--- src/rtl/dmem_arbiter.sv ---
`default_nettype none
// ============================================================================
//  Module   : dmem_arbiter
//  Purpose  : Two-port round-robin arbiter and three-stage access sequencer
//             (grant / access / response) sharing one datamemory port between
//             the core load/store unit (port 0) and a secondary master
//             (port 1). Sustains one access per cycle, latency 2 from grant
//             to done.
//  Revision : 1.0 - initial release
// ----------------------------------------------------------------------------
//  Ports
//    clk, reset_n                 clock (rising edge), async active-low reset
//    pN_req/we/addr/wdata/funct3  port N request and its access fields
//    pN_gnt                       combinational grant (request accepted)
//    pN_done/rdata/err            registered completion pulse, load data,
//                                 misalign error (data/err zero when idle)
//    MemRead, MemWrite, a, wd,    datamemory control/address/data/size
//    Funct3
//    rd                           datamemory combinational read data
// ----------------------------------------------------------------------------
//  Configuration macro
//    DMEM_ARB_MISALIGN_CHK_EN  when defined, misaligned halfword/word
//                              accesses are suppressed at the memory and
//                              complete with pN_err = 1, pN_rdata = 0.
// ============================================================================
module dmem_arbiter #(
  parameter int DM_ADDRESS = 9,
  parameter int DATA_W     = 32
) (
  input  logic                  clk,
  input  logic                  reset_n,
  // port 0
  input  logic                  p0_req,
  input  logic                  p0_we,
  input  logic [DM_ADDRESS-1:0] p0_addr,
  input  logic [DATA_W-1:0]     p0_wdata,
  input  logic [2:0]            p0_funct3,
  output logic                  p0_gnt,
  output logic                  p0_done,
  output logic [DATA_W-1:0]     p0_rdata,
  output logic                  p0_err,
  // port 1
  input  logic                  p1_req,
  input  logic                  p1_we,
  input  logic [DM_ADDRESS-1:0] p1_addr,
  input  logic [DATA_W-1:0]     p1_wdata,
  input  logic [2:0]            p1_funct3,
  output logic                  p1_gnt,
  output logic                  p1_done,
  output logic [DATA_W-1:0]     p1_rdata,
  output logic                  p1_err,
  // datamemory
  output logic                  MemRead,
  output logic                  MemWrite,
  output logic [DM_ADDRESS-1:0] a,
  output logic [DATA_W-1:0]     wd,
  output logic [2:0]            Funct3,
  input  logic [DATA_W-1:0]     rd
);

  // Round-robin pointer: port that wins the next tie.
  logic rr;

  // Stage G: grant decision and selected request fields
  logic                  grant0;
  logic                  grant1;
  logic                  any_grant;
  logic                  sel_we;
  logic [DM_ADDRESS-1:0] sel_addr;
  logic [DATA_W-1:0]     sel_wdata;
  logic [2:0]            sel_funct3;
  logic                  misalign;

  // Stage A: access registers
  logic                  acc_valid;
  logic                  acc_port;
  logic                  acc_we;
  logic [DM_ADDRESS-1:0] acc_addr;
  logic [DATA_W-1:0]     acc_wdata;
  logic [2:0]            acc_funct3;
  logic                  acc_err;
  logic                  mem_rd;
  logic                  mem_wr;

  // Grants are forced low during reset so nothing is accepted while the
  // pipeline is being cleared.
  always_comb begin
    grant0 = 1'b0;
    grant1 = 1'b0;
    if (reset_n) begin
      if (p0_req && (!p1_req || !rr)) begin
        grant0 = 1'b1;
      end else if (p1_req) begin
        grant1 = 1'b1;
      end
    end
  end

  assign any_grant  = grant0 | grant1;
  assign p0_gnt     = grant0;
  assign p1_gnt     = grant1;

  assign sel_we     = grant1 ? p1_we     : p0_we;
  assign sel_addr   = grant1 ? p1_addr   : p0_addr;
  assign sel_wdata  = grant1 ? p1_wdata  : p0_wdata;
  assign sel_funct3 = grant1 ? p1_funct3 : p0_funct3;

`ifdef DMEM_ARB_MISALIGN_CHK_EN
  // Halfword (signed/unsigned) needs addr[0]=0, word needs addr[1:0]=0.
  always_comb begin
    misalign = 1'b0;
    case (sel_funct3)
      3'b001, 3'b101: misalign = sel_addr[0];
      3'b010:         misalign = |sel_addr[1:0];
      default:        misalign = 1'b0;
    endcase
  end
`else
  assign misalign = 1'b0;
`endif

  // Stage G -> A: capture the winner. The access registers only load on a
  // grant; acc_valid alone qualifies them, so stale contents are harmless.
  always_ff @(posedge clk or negedge reset_n) begin
    if (!reset_n) begin
      rr         <= 1'b0;
      acc_valid  <= 1'b0;
      acc_port   <= 1'b0;
      acc_we     <= 1'b0;
      acc_addr   <= '0;
      acc_wdata  <= '0;
      acc_funct3 <= 3'b000;
      acc_err    <= 1'b0;
    end else begin
      acc_valid <= any_grant;
      if (any_grant) begin
        // Point at the port that lost (or was absent) this time.
        rr         <= grant0;
        acc_port   <= grant1;
        acc_we     <= sel_we;
        acc_addr   <= sel_addr;
        acc_wdata  <= sel_wdata;
        acc_funct3 <= sel_funct3;
        acc_err    <= misalign;
      end
    end
  end

  // Stage A: drive datamemory. A flagged access still occupies the slot but
  // never touches memory.
  assign mem_rd   = acc_valid & ~acc_we & ~acc_err;
  assign mem_wr   = acc_valid &  acc_we & ~acc_err;
  assign MemRead  = mem_rd;
  assign MemWrite = mem_wr;
  assign a        = acc_valid ? acc_addr   : '0;
  assign wd       = acc_valid ? acc_wdata  : '0;
  assign Funct3   = acc_valid ? acc_funct3 : 3'b000;

  // Stage A -> R: per-port response registers. Data and error are zero
  // whenever the port does not own the completing access.
  always_ff @(posedge clk or negedge reset_n) begin
    if (!reset_n) begin
      p0_done  <= 1'b0;
      p0_rdata <= '0;
      p0_err   <= 1'b0;
      p1_done  <= 1'b0;
      p1_rdata <= '0;
      p1_err   <= 1'b0;
    end else begin
      p0_done  <= acc_valid & ~acc_port;
      p0_rdata <= (mem_rd & ~acc_port) ? rd : '0;
      p0_err   <= acc_valid & ~acc_port & acc_err;
      p1_done  <= acc_valid & acc_port;
      p1_rdata <= (mem_rd & acc_port) ? rd : '0;
      p1_err   <= acc_valid & acc_port & acc_err;
    end
  end

endmodule
`default_nettype wire

--- config.mk ---
export PLATFORM = sky130hd
export DESIGN_NAME = dmem_arbiter
export DESIGN_NICKNAME = d
export VERILOG_FILES = /design/src/rtl/dmem_arbiter.sv
export SDC_FILE = /design/constraint.sdc
export NUM_CORES = 1
export LEC_CHECK = 0
export ABC_CLOCK_PERIOD_IN_PS = 1500
export CAP_MARGIN = 10
export CORE_ASPECT_RATIO = 1.25
export CORE_UTILIZATION = 41
export CTS_BUF_LIST = sky130_fd_sc_hd__clkbuf_16
export CTS_CLUSTER_DIAMETER = 40
export DETAILED_ROUTE_END_ITERATION = 8
export GPL_TIMING_DRIVEN = 1
export PLACE_DENSITY = 0.81
export SYNTH_ARGS = -nofsm -noshare
export SYNTH_HDL_FRONTEND = slang
export SYNTH_SLANG_ARGS = --single-unit
export TNS_END_PERCENT = 5
--- constraint.sdc ---
create_clock -name clk -period 1.5 [get_ports clk]
set_clock_uncertainty 0.1 [all_clocks]
set_input_delay 0.45 -clock clk [delete_from_list [all_inputs] [get_ports clk]]
set_output_delay 0.45 -clock clk [all_outputs]
set_load 0.1 [all_outputs]
==> results.md <==
Critical path:
- STA classifies the critical path endpoint as a primary output.
- STA puts the critical path data arrival time at approximately 1.4 ns.
- The worst setup path is launched from a register.
- The worst endpoint required time is roughly 0.95 ns.
- In this run the worst path has a maximum fanout of 13.
- The critical path start-end classification is register to primary output.

Route:
- The met3 routed wirelength is between 1 and 1.5 mm.
- The total DRC errors in the routed layout is 0.
- Once detail routing completed, the nets flagged for antenna violations numbered 0.
- The detailed router finished its first iteration with 224 violations.
- The detailed router put a total of 6.18 mm of wire on met1.
- After detailed routing, the number of vias per cell comes to around 5.2.
- Before antenna repair, the detailed router went through 5 iterations.
- The wire length after detailed routing is around 17 mm.
- The highest layer touched by signal routing is met4.
- Dividing the detail-routed wire length by the instance count gives approximately 19 um.
- Summed over all nets, wire length on met2 after detailed routing comes to between 8 and 9 mm.
- Detailed routing inserted a total of 4615 vias.

Status:
- The final reports fail on setup timing.
- The flow ran to the end, but the final reports show violations.

Synthesis:
- In this run, synthesis produced a sequential element count of roughly 110.
- The post-synthesis cell area is approximately 5000 um^2.
- After synthesis, the netlist uses 25 different library cells.
- For this run, the number of Yosys warnings is 0.
- The fraction of the yosys area taken by sequential cells is ~57%.
- The cell count after synthesis came out at around 470.
- Each instance of the synthesized netlist takes up on average approximately 11 um^2.

Timing:
- After layout, the worst path uses 129% of the clock period.
- Setup repair after global routing could not meet its margin everywhere.
- The final count of negative-setup-slack endpoints is approximately 120.
- The smallest clock period supported by the final layout is computed as between 1.5 and 2 ns.
- In the post-route analysis, the smallest setup slack over all paths is -0.435 ns.
- The number of failing hold endpoints at the final stage is 0.
- The highest clock rate is ~520 MHz.
- The max-slew violation count came to 0.

Finish:
- The filler cell count is about 680.
- The finished cells cover around 9600 um^2.
- The number of nets in the final layout is around 840.
- The flip-flop and latch area is between 2000 and 3000 um^2.
- The number of antenna diodes in the final layout is 0.
- The library cell used most frequently in the layout, excluding fill and tap cells, is clkdlybuf4s50_1.
- Summing all multi-input logic gate instances after layout gives 2020 um^2.
- Compared with the post-synthesis result, the final layout area differs by 90.3%.
- The fraction of layout instances using a drive strength above 1 is roughly 38%.
- In the layout the commonest cells are clkdlybuf4s50_1 (122), buf_12 (121), dfrtp_1 (112).

Pwr:
- The worst voltage drop across the vdd grid is 0.000796 V.
- The power density of the placed cells is between 1000 and 1500 nW/um^2.
- The design draws roughly 11000 uW.
- The analysis attributes to cell leakage a power of between 0.004 and 0.005 uW.

Placement:
- The number of I/O port buffers is 239.
- The area of placed instances is 8880 um^2.
- The wire-length estimate of the detail-placed layout is roughly 12 mm.
- At the placement stage, the worst setup path has a slack of -0.680 ns.
- The placer congestion estimate is 0.813.

Worst hold path:
- The path class of the tightest hold or removal check is input pin to asynchronous set/reset pin.

CTS:
- The clock tree from TritonCTS is built.
- At the later pin of the worst-skew pair, clock insertion delay measures between 0.4 and 0.5 ns.
- The buffer levels on the longest clock path is 2.
- After clock tree synthesis, the clock-pin slew on the worst setup and hold paths is 0.05 ns.
- In this run the number of H-tree levels came out at 4.
- The tree is rooted in a clkbuf_16.
- The total number of clock tree sinks is between 100 and 150.
- The number of buffers created by CTS is 17.

GRT:
- The number of antenna violations at the first check in global routing is 0.
- Entering global routing, the biggest net connects 83 pins.
- The global router's overall resource usage is around 27%.
- The total overflow left after global routing is 0.
- The via count of the first global-routing pass is between 4000 and 5000.
- The global-route wire length before repair is ~26 mm.

Die:
- The initial utilization of the core area, before any placement, comes to between 40 and 50%.
- During I/O placement, the number of pins put on the boundary was ~240.
- The overall die width is slightly above 100 um.
- The number of placement rows is 44.
- The die area is approximately 13000 um^2.
- The placeable core region is about 12000 um^2.
- The vertical die dimension is roughly 130 um.

Flow run:
- Across the run, the number of max-cap violations was 0.
## metrics by stage
step	hold slack, ns	utilization (%)	std cells	setup TNS [ns]
detailed placement	0.376	75.4	850	-41.37
global placement	0.364	75.4	850	-29.93
CTS	0.118	81.0	885	-22.50
floorplan	0.0544	-	470	-9.03
global route	0.145	81.3	886	-26.74
finish	0.117	81.3	886	-21.05
## cell usage after synthesis
cell type    n  area [um^2]
a31oi_2      2         25.0
inv_1        1         3.75
dfrtp_1    114         2850
nor2_1      46          173
a31oi_1     43          269
buf_8        1         15.0
o21ai_0      8         40.0
buf_6        7         78.8
nor2b_1      2         12.5
conb_1       1         3.75
o21a_1       1         7.51
nand3_1     15         75.1
nand3_2     30          300
nand2b_1     1         6.26
buf_2       19         95.1
a21oi_1      1         5.00
clkbuf_1    14         52.6
nor2b_2      1         8.76
o21ai_1     38          190
nand2_1      3         11.3
and3_1      64          400
o22ai_1      1         6.26
buf_4        6         45.0
buf_12       3         60.1
and2_1      47          294
## registers in the layout, indices dropped and copies added (netlist names)
register / cells
acc_funct3: 3
p1_done: 1
p0_rdata: 32
acc_we: 1
p0_done: 1
rr: 1
acc_valid: 1
acc_wdata: 32
acc_port: 1
p1_rdata: 32
acc_addr: 9
## power breakdown
| group | leakage, uW | switching, uW | internal (uW) |
|---|---|---|---|
| sequential | 0.00145 | 174 | 3330 |
| clock | 0.000284 | 1520 | 2620 |
| combinational | 0.00253 | 2210 | 1450 |
## cells by family (layout without fill, tap and decap cells)
group           after synthesis  in the layout  synth area share [%]
simple gates                209            209                  25.5
compound gates               94             94                  10.8
other cells                   1              2                0.0745
buf+inv                      51            306                  6.96
flops                       114            114                  56.7
## area by class of cell
cell class | count | share of cell area [%]
clock buffer | 17 | 4.44
clock inverter | 15 | 1.89
inverter | 1 | 0.0392
multi-input combinational | 305 | 21.1
sequential | 114 | 29.8
tap | 161 | 2.10
timing repair buffer | 273 | 40.6
## worst paths after layout
path / startpoint / endpoint / slack, ns / cells after the start
max reg2reg: acc_valid / p0_rdata[29] / -0.02 / 5
max: acc_valid / a[6] / -0.43 / 3
min reg2reg: acc_addr[3] / acc_addr[3] / 0.44 / 2
min: reset_n / acc_wdata[30] / 0.12 / 2
max in group asynchronous: reset_n / rr / 0.39 / 3
min in group clk: p0_req / rr / 0.28 / 3
## routing by layer
| layer | GRT usage [%] | up-vias |
|---|---|---|
| met4 | 9.29 | 0 |
| met5 | 0 | - |
| li1 | - | 2111 |
| met3 | 7.16 | 34 |
| met2 | 47.2 | 246 |
| met1 | 31.5 | 2224 |
## critical path, stage by stage, from the launching register on
cell and delay (ns):
dfrtp_2 0.45, buf_6 0.16, and2_2 0.20, buf_12 0.17
## repair_timing
action | CTS | global route
buffers inserted | 1 | 1
pin swaps | 1 | 1
endpoints found under the setup margin | 224 | 181
hold endpoints to repair | 2 | 0
hold buffers | 1 | 0
gates resized for setup | 20 | 8
cloned | 1 | 0
(Power assumes the default switching activity.)
